**src/rtl/mem_arb_pkg.sv**
```systemverilog
// Shared constants and types for the fetch/data cache-port arbiter.
package mem_arb_pkg;

    localparam logic CACHE_READ  = 1'b0;
    localparam logic CACHE_WRITE = 1'b1;
    localparam logic PORT_FETCH  = 1'b0;
    localparam logic PORT_DATA   = 1'b1;

    typedef enum logic {
        ARB_UNLOCKED = 1'b0,
        ARB_LOCKED   = 1'b1
    } arb_state_e;

endpackage

```
**src/rtl/mem_port_arbiter_if.sv**
```systemverilog
// Bundle of requester, response and cache-side signals around the shared cache port.
interface mem_port_arbiter_if
    import mem_arb_pkg::*;
#(
    parameter int ADDR_W = 32,
    parameter int DATA_W = 32
);
    // Every channel is valid/ready: a transfer happens in a cycle where both are high;
    // once valid is raised the sender keeps valid and its payload stable until that cycle.
    logic              r0_valid;
    logic              r0_ready;
    logic [ADDR_W-1:0] r0_addr;
    logic              r1_valid;
    logic              r1_ready;
    logic [ADDR_W-1:0] r1_addr;
    logic              r1_op;
    logic [DATA_W-1:0] r1_wdata;
    logic              rsp0_valid;
    logic              rsp0_ready;
    logic [DATA_W-1:0] rsp0_data;
    logic              rsp1_valid;
    logic              rsp1_ready;
    logic [DATA_W-1:0] rsp1_data;
    logic              mem_valid;
    logic              mem_ready;
    logic [ADDR_W-1:0] mem_addr;
    logic              mem_op;
    logic [DATA_W-1:0] mem_wdata;
    logic              mem_rsp_valid;
    logic              mem_rsp_ready;
    logic [DATA_W-1:0] mem_rsp_data;

    modport slave (
        input  r0_valid, r0_addr, r1_valid, r1_addr, r1_op, r1_wdata,
        input  rsp0_ready, rsp1_ready, mem_ready, mem_rsp_valid, mem_rsp_data,
        output r0_ready, r1_ready, rsp0_valid, rsp0_data, rsp1_valid, rsp1_data,
        output mem_valid, mem_addr, mem_op, mem_wdata, mem_rsp_ready
    );

    modport master (
        output r0_valid, r0_addr, r1_valid, r1_addr, r1_op, r1_wdata,
        output rsp0_ready, rsp1_ready, mem_ready, mem_rsp_valid, mem_rsp_data,
        input  r0_ready, r1_ready, rsp0_valid, rsp0_data, rsp1_valid, rsp1_data,
        input  mem_valid, mem_addr, mem_op, mem_wdata, mem_rsp_ready
    );

endinterface

```
**src/rtl/tag_fifo.sv**
```systemverilog
// In-order FIFO of 1-bit requester ids, one entry per outstanding cache read.
module tag_fifo
    import mem_arb_pkg::*;
#(
    parameter int  DEPTH = 4,
    localparam int PTR_W = $clog2(DEPTH),
    localparam int CNT_W = PTR_W + 1
) (
    input  logic             clk,
    input  logic             reset,
    input  logic             push_i,
    input  logic             push_id_i,
    input  logic             pop_i,
    output logic             full_o,
    output logic             empty_o,
    output logic             head_id_o,
    output logic [CNT_W-1:0] count_o
);
    logic [DEPTH-1:0] ids_q;
    logic [PTR_W-1:0] wr_ptr_q, rd_ptr_q;
    logic [CNT_W-1:0] count_q;
    logic             push_ok, pop_ok;

    assign full_o    = (count_q == CNT_W'(DEPTH));
    assign empty_o   = (count_q == '0);
    assign head_id_o = ids_q[rd_ptr_q];
    assign count_o   = count_q;

    // Full/empty come from the registered count, so a same-cycle pop never makes room for a push.
    assign push_ok = push_i & ~full_o;
    assign pop_ok  = pop_i & ~empty_o;

    always_ff @(posedge clk) begin
        if (reset) begin
            ids_q    <= '0;
            wr_ptr_q <= '0;
            rd_ptr_q <= '0;
            count_q  <= '0;
        end else begin
            if (push_ok) begin
                ids_q[wr_ptr_q] <= push_id_i;
                wr_ptr_q        <= wr_ptr_q + PTR_W'(1);
            end
            if (pop_ok) begin
                rd_ptr_q <= rd_ptr_q + PTR_W'(1);
            end
            case ({push_ok, pop_ok})
                2'b10:   count_q <= count_q + CNT_W'(1);
                2'b01:   count_q <= count_q - CNT_W'(1);
                default: count_q <= count_q;
            endcase
        end
    end

endmodule

```
**src/rtl/mem_port_arbiter.sv**
```systemverilog
// Round-robin arbiter sharing one cache port between fetch (port 0) and data (port 1),
// steering each read response back to its requester through an in-order tag FIFO.
module mem_port_arbiter
    import mem_arb_pkg::*;
#(
    parameter int  ADDR_W = 32,
    parameter int  DATA_W = 32,
    parameter int  DEPTH  = 4,
    localparam int CNT_W  = $clog2(DEPTH) + 1
) (
    input  logic              clk,
    input  logic              reset,
    mem_port_arbiter_if.slave bus,
    output logic [CNT_W-1:0]  outstanding,
    output logic              err_orphan_rsp,
    output arb_state_e        dbg_state_o
);
    arb_state_e       state_q, state_d;
    logic             sel_q, sel_d, sel;
    logic             last_grant_q, last_grant_d;
    logic             err_q, err_d;
    logic             elig0, elig1, mem_valid, accept, is_read;
    logic             fifo_full, fifo_empty, head_id, push, pop, rsp_ready;
    logic [CNT_W-1:0] fifo_count;

    // Writes never occupy a tag slot, so a full FIFO only blocks reads.
    assign elig0 = bus.r0_valid & ~fifo_full;
    assign elig1 = bus.r1_valid & ((bus.r1_op == CACHE_WRITE) | ~fifo_full);

    always_comb begin
        state_d      = state_q;
        sel_d        = sel_q;
        last_grant_d = last_grant_q;
        sel          = sel_q;
        mem_valid    = 1'b0;
        case (state_q)
            ARB_UNLOCKED: begin
                mem_valid = elig0 | elig1;
                if (elig0 && elig1) begin
                    sel = ~last_grant_q;
                end else if (elig0) begin
                    sel = PORT_FETCH;
                end else begin
                    sel = PORT_DATA;
                end
            end
            ARB_LOCKED: begin
                mem_valid = 1'b1;
                sel       = sel_q;
            end
            default: begin
                mem_valid = 1'b0;
            end
        endcase
        if (mem_valid && !bus.mem_ready) begin
            state_d = ARB_LOCKED;
            sel_d   = sel;
        end
        if (mem_valid && bus.mem_ready) begin
            state_d      = ARB_UNLOCKED;
            last_grant_d = sel;
        end
    end

    always_comb begin
        if (sel == PORT_FETCH) begin
            bus.mem_addr  = bus.r0_addr;
            bus.mem_op    = CACHE_READ;
            bus.mem_wdata = '0;
        end else begin
            bus.mem_addr  = bus.r1_addr;
            bus.mem_op    = bus.r1_op;
            bus.mem_wdata = bus.r1_wdata;
        end
    end

    assign bus.mem_valid = mem_valid;
    assign accept        = mem_valid & bus.mem_ready;
    assign bus.r0_ready  = accept & (sel == PORT_FETCH);
    assign bus.r1_ready  = accept & (sel == PORT_DATA);
    assign is_read       = (sel == PORT_FETCH) | (bus.r1_op == CACHE_READ);
    assign push          = accept & is_read;

    // With no tag outstanding the response is swallowed and flagged rather than stalling the cache.
    assign rsp_ready         = fifo_empty ? 1'b1 :
                               ((head_id == PORT_FETCH) ? bus.rsp0_ready : bus.rsp1_ready);
    assign bus.mem_rsp_ready = rsp_ready;
    assign bus.rsp0_valid    = bus.mem_rsp_valid & ~fifo_empty & (head_id == PORT_FETCH);
    assign bus.rsp1_valid    = bus.mem_rsp_valid & ~fifo_empty & (head_id == PORT_DATA);
    assign bus.rsp0_data     = bus.mem_rsp_data;
    assign bus.rsp1_data     = bus.mem_rsp_data;
    assign pop               = bus.mem_rsp_valid & rsp_ready & ~fifo_empty;
    assign err_d             = err_q | (bus.mem_rsp_valid & fifo_empty);

    always_ff @(posedge clk) begin
        if (reset) begin
            state_q      <= ARB_UNLOCKED;
            sel_q        <= PORT_FETCH;
            last_grant_q <= PORT_DATA;
            err_q        <= 1'b0;
        end else begin
            state_q      <= state_d;
            sel_q        <= sel_d;
            last_grant_q <= last_grant_d;
            err_q        <= err_d;
        end
    end

    tag_fifo #(
        .DEPTH (DEPTH)
    ) u_tag_fifo (
        .clk       (clk),
        .reset     (reset),
        .push_i    (push),
        .push_id_i (sel),
        .pop_i     (pop),
        .full_o    (fifo_full),
        .empty_o   (fifo_empty),
        .head_id_o (head_id),
        .count_o   (fifo_count)
    );

    assign outstanding    = fifo_count;
    assign err_orphan_rsp = err_q;
    assign dbg_state_o    = state_q;

endmodule

```
**src/flat_wrapper.sv**
```systemverilog
// flat-port wrapper written by rule: the top's interface ports become plain ports
module mem_port_arbiter_flat import mem_arb_pkg::*;
#(
    parameter int  ADDR_W = 32,
    parameter int  DATA_W = 32,
    parameter int  DEPTH  = 4,
    localparam int CNT_W  = $clog2(DEPTH) + 1
)
  (clk, reset, outstanding, err_orphan_rsp, dbg_state_o, bus_r0_valid, bus_r0_addr, bus_r1_valid, bus_r1_addr, bus_r1_op, bus_r1_wdata, bus_rsp0_ready, bus_rsp1_ready, bus_mem_ready, bus_mem_rsp_valid, bus_mem_rsp_data, bus_r0_ready, bus_r1_ready, bus_rsp0_valid, bus_rsp0_data, bus_rsp1_valid, bus_rsp1_data, bus_mem_valid, bus_mem_addr, bus_mem_op, bus_mem_wdata, bus_mem_rsp_ready);
  mem_port_arbiter_if #(.ADDR_W(ADDR_W), .DATA_W(DATA_W)) bus_i ();
  input  logic clk;
  input  logic reset;
  output logic [CNT_W-1:0] outstanding;
  output logic err_orphan_rsp;
  output arb_state_e dbg_state_o;
  input wire logic [$bits(bus_i.r0_valid)-1:0] bus_r0_valid;
  input wire logic [$bits(bus_i.r0_addr)-1:0] bus_r0_addr;
  input wire logic [$bits(bus_i.r1_valid)-1:0] bus_r1_valid;
  input wire logic [$bits(bus_i.r1_addr)-1:0] bus_r1_addr;
  input wire logic [$bits(bus_i.r1_op)-1:0] bus_r1_op;
  input wire logic [$bits(bus_i.r1_wdata)-1:0] bus_r1_wdata;
  input wire logic [$bits(bus_i.rsp0_ready)-1:0] bus_rsp0_ready;
  input wire logic [$bits(bus_i.rsp1_ready)-1:0] bus_rsp1_ready;
  input wire logic [$bits(bus_i.mem_ready)-1:0] bus_mem_ready;
  input wire logic [$bits(bus_i.mem_rsp_valid)-1:0] bus_mem_rsp_valid;
  input wire logic [$bits(bus_i.mem_rsp_data)-1:0] bus_mem_rsp_data;
  output wire logic [$bits(bus_i.r0_ready)-1:0] bus_r0_ready;
  output wire logic [$bits(bus_i.r1_ready)-1:0] bus_r1_ready;
  output wire logic [$bits(bus_i.rsp0_valid)-1:0] bus_rsp0_valid;
  output wire logic [$bits(bus_i.rsp0_data)-1:0] bus_rsp0_data;
  output wire logic [$bits(bus_i.rsp1_valid)-1:0] bus_rsp1_valid;
  output wire logic [$bits(bus_i.rsp1_data)-1:0] bus_rsp1_data;
  output wire logic [$bits(bus_i.mem_valid)-1:0] bus_mem_valid;
  output wire logic [$bits(bus_i.mem_addr)-1:0] bus_mem_addr;
  output wire logic [$bits(bus_i.mem_op)-1:0] bus_mem_op;
  output wire logic [$bits(bus_i.mem_wdata)-1:0] bus_mem_wdata;
  output wire logic [$bits(bus_i.mem_rsp_ready)-1:0] bus_mem_rsp_ready;
  assign bus_i.r0_valid = bus_r0_valid;
  assign bus_i.r0_addr = bus_r0_addr;
  assign bus_i.r1_valid = bus_r1_valid;
  assign bus_i.r1_addr = bus_r1_addr;
  assign bus_i.r1_op = bus_r1_op;
  assign bus_i.r1_wdata = bus_r1_wdata;
  assign bus_i.rsp0_ready = bus_rsp0_ready;
  assign bus_i.rsp1_ready = bus_rsp1_ready;
  assign bus_i.mem_ready = bus_mem_ready;
  assign bus_i.mem_rsp_valid = bus_mem_rsp_valid;
  assign bus_i.mem_rsp_data = bus_mem_rsp_data;
  assign bus_r0_ready = bus_i.r0_ready;
  assign bus_r1_ready = bus_i.r1_ready;
  assign bus_rsp0_valid = bus_i.rsp0_valid;
  assign bus_rsp0_data = bus_i.rsp0_data;
  assign bus_rsp1_valid = bus_i.rsp1_valid;
  assign bus_rsp1_data = bus_i.rsp1_data;
  assign bus_mem_valid = bus_i.mem_valid;
  assign bus_mem_addr = bus_i.mem_addr;
  assign bus_mem_op = bus_i.mem_op;
  assign bus_mem_wdata = bus_i.mem_wdata;
  assign bus_mem_rsp_ready = bus_i.mem_rsp_ready;
  mem_port_arbiter #(.ADDR_W(ADDR_W), .DATA_W(DATA_W), .DEPTH(DEPTH)) u_core (.clk(clk), .reset(reset), .bus(bus_i), .outstanding(outstanding), .err_orphan_rsp(err_orphan_rsp), .dbg_state_o(dbg_state_o));
endmodule
```
**config.mk**
```make
export PLATFORM = sky130hd
export DESIGN_NAME = mem_port_arbiter_flat
export DESIGN_NICKNAME = d
export VERILOG_FILES = /design/src/rtl/mem_arb_pkg.sv /design/src/rtl/mem_port_arbiter_if.sv /design/src/rtl/tag_fifo.sv /design/src/rtl/mem_port_arbiter.sv /design/src/flat_wrapper.sv
export SDC_FILE = /design/constraint.sdc
export NUM_CORES = 1
export LEC_CHECK = 0
export CAP_MARGIN = 0
export CORE_ASPECT_RATIO = 0.5
export CORE_UTILIZATION = 22
export DETAILED_ROUTE_END_ITERATION = 7
export GPL_TIMING_DRIVEN = 1
export PLACE_DENSITY = 0.81
export SLEW_MARGIN = 20
export SYNTH_ARGS = -nofsm -noshare
export SYNTH_HDL_FRONTEND = slang
export SYNTH_HIERARCHICAL = 1
export SYNTH_SLANG_ARGS = --single-unit
```
**constraint.sdc**
```tcl
create_clock -name clk -period 3.1 [get_ports clk]
set_clock_uncertainty 0.2 [all_clocks]
set_input_delay 0.62 -clock clk [delete_from_list [all_inputs] [get_ports clk]]
set_output_delay 0.62 -clock clk [all_outputs]
set_load 0.05 [all_outputs]
```
==> reports/results.ini <==
[run_status]
status=complete, no violations

[global_routing]
grt_first_pass_wirelength_mm=11.5
grt-ovfl-total=0
globalRouteTotalUtil_pct=17.3
grt_pass1_vias=1937
grt_max_degree=36
antenna_found_initial=0

[critical_path]
r2r-start=u_core/u_tag_fifo/count_o[2]
cp-start-kind=input port
end_kind=primary output
path_max_fanout=5
crit_required_ns=2.28
worstSetupPathType=input port to primary output
crit-reg2reg-capture=u_core/u_tag_fifo/count_o[2]
cp.arrival_ns=2.25
r2r.worst_path.cells=15
r2r_slack_ns=0.11

[timing]
post-route-period-util_pct=99.2
hold_viol_final=0
drv_slew=0
max_freq_mhz=325
hold_ws_ns=0.264
worst_slew_pin_slew_ns=0.597
maxSlewHeadroom_pct=60.0
setup_viol_count_final=0
finalSetupTns_ns=0
finalWorstSetupSlack_ns=0.0254
min_period_ns=3.07

[hold_path]
holdPathEnd=u_core/err_orphan_rsp
hold_path_class=flip-flop to flip-flop
min_from=u_core/err_orphan_rsp
holdPathStages=2

[placed_design]
place_ws_ns=-0.267
hpwl_mm=7.57
port_buffers=180
gp_congestion=0.855
dp_cells=475

[clock_network]
clk_pin_slew_worst_paths_ns=0.05
clock-root-buffer=clkbuf_16
clock_sinks=15
htree_levels=1
postCtsHoldBufs=0
clock_latency_ns=0.24
tritoncts=built
cts_inserted_buffers=3
clock_path_buffers=2

[power]
combinationalPowerShare_pct=68.5
seq_power_share_pct=14.8
p_sw_share_pct=43.0
peakVddDrop_v=0.000211
total_power_mw=1.49
p_switching_uw=641
p_int_uw=848
p_per_area_nw_per_um2=382
leakage_nw=1.74
p_clk_share_pct=16.7

[synth]
synth.cell_area_um2=1970
yosysWarnings=6
synth_seq_cells=15
synth_flop_cell=dfxtp_1
synth_edf_count=0
synth.avg_cell_area_um2=8.33
seq_area_frac_synth_pct=15.3
postSynthCellCount=236
syn_nets=379
synth.distinct_cells=33
synth_async_sr_flop_share_pct=0

[floorplanning]
die_h_um=68.9
coreArea_um2=8320
rows=23
dieArea_um2=9350
die_w_um=136
io_pins=277
start_util_pct=23.6

[cells_and_area]
final-instance-count-excl-fill=484
drive_gt1_share_pct=40.1
final_net_count=516
area.growth.synth_to_final_pct=98.1
diodes=0

[routing]
wl_per_cell_um=19.3
drtAntennaViolNets=0
drt-initial-drc-count=69
drcViolationCount=0
firstDrtPassIters=6
avgViaCountPerCell=4.15
route.final.wire_length_mm=9.34
vias=2010

[flow_run]
drv_cap=0

synth_stat cells (2+ instances only):
cell | n | area share (%)
xor2_1 | 3 | 1.3
nand2b_1 | 8 | 2.5
nor2_1 | 13 | 2.5
o31ai_1 | 3 | 1.1
ha_1 | 5 | 3.2
nor3_1 | 2 | 0.51
o21ai_0 | 3 | 0.76
clkbuf_1 | 3 | 0.57
nand3_1 | 4 | 1.0
inv_1 | 12 | 2.3
nand2_1 | 3 | 0.57
buf_4 | 67 | 26
dfxtp_1 | 15 | 15
a21oi_1 | 5 | 1.3
mux2_2 | 32 | 18
and2_1 | 34 | 11
mux2i_1 | 5 | 2.5
buf_2 | 2 | 0.51
or3_1 | 3 | 0.95
worst max-delay path by stage:
| stage | depth (start not counted) | start | endpoint | slack (ns) |
|---|---|---|---|---|
| 6_report | 8 | bus_r0_valid | bus_mem_addr[8] | 0.03 |
| 3_3_place_gp | 7 | bus_r0_valid | bus_mem_addr[12] | -0.26 |
| 5_1_grt | 8 | bus_r0_valid | bus_mem_addr[8] | -0.01 |
| 3_5_place_dp | 7 | bus_r0_valid | bus_mem_addr[12] | -0.27 |
| 4_1_cts | 8 | u_core/u_tag_fifo/count_o[2] | bus_mem_addr[0] | -0.05 |
| 2_1_floorplan | 14 | u_core/u_tag_fifo/count_o[2] | u_core/u_tag_fifo/count_o[2] | -0.01 |
what timing repair did:
item	in CTS	in global routing
endpoints found under the setup margin	67	65
hold endpoints to repair	0	0
buffers inserted	2	1
pin swaps	1	2
resized for setup	48	35
gates cloned	1	1
power by group through the flow:
stage / Clock (mW) / Sequential (mW) / Combinational [mW]
final: 0.249 / 0.220 / 1.02
after global routing: 0.264 / 0.221 / 1.06
after CTS: 0.254 / 0.219 / 0.965
after detailed placement: 0 / 0.222 / 0.887
after global placement: 0 / 0.222 / 0.881
after floorplan: 0 / 0.243 / 0.732
cell usage in the layout (no fill, tap or decap), drive strengths merged, types with 4 or more instances in the layout:
cell / instances
clkdlybuf4s50: 107
buf: 94
and2: 35
mux2: 33
dfxtp: 15
nor2: 13
inv: 13
nand2b: 8
clkbuf: 6
mux2i: 5
ha: 5
a21oi: 5
nand3: 4
per-stage QoR:
step	util, %	instance area (um2)
final	46.8	3900
after detailed placement	41.3	3440
after global placement	41.3	3440
after global routing	46.8	3900
after floorplan	-	2030
after CTS	45.0	3740
cell type report:
class	count	area, um2
clock buffer	4	78.8
timing repair buffer	204	2080
tap	112	140
multi-input combinational	136	1240
inverter	13	51.3
sequential	15	312
fill	770	4420
worst max-delay path: stages:
cell,delay [ns]
dlygate4sd2_1,0.25
inv_1,0.10
o41ai_4,0.34
buf_6,0.19
buf_12,0.12
clkbuf_16,0.14
mux2_4,0.31
buf_8,0.15
registers in the layout, summed over array words and instances (netlist names):
register                    cells
u_core/u_tag_fifo/ids_q         4
u_core/u_tag_fifo/count_o       3
u_core/u_tag_fifo/rd_ptr_q      2
u_core/u_tag_fifo/wr_ptr_q      2
u_core/dbg_state_o              1
u_core/err_orphan_rsp           1
u_core/last_grant_q             1
u_core/sel_q                    1
logic make-up (layout without fill, tap and decap cells):
| kind of cell | after synthesis | after routing | synth area share, % |
|---|---|---|---|
| buf+inv | 85 | 221 | 29.1 |
| xor+xnor | 3 | 3 | 1.34 |
| simple gates | 72 | 72 | 20.9 |
| compound gates | 16 | 16 | 6.36 |
| flops | 15 | 15 | 15.3 |
| mux | 39 | 39 | 22.8 |
| fa+ha+maj | 6 | 6 | 4.20 |
layer usage:
layer / up-vias / global-route usage [%] / part of all wire [%]
met1: 945 / 19.8 / 37
met3: 20 / 4.24 / 4.9
met4: 0 / 6.46 / 2.5
li1: 986 / - / -
met2: 59 / 32.0 / 55
met5: - / 0 / 0
Power figures use the tool's default switching activity.
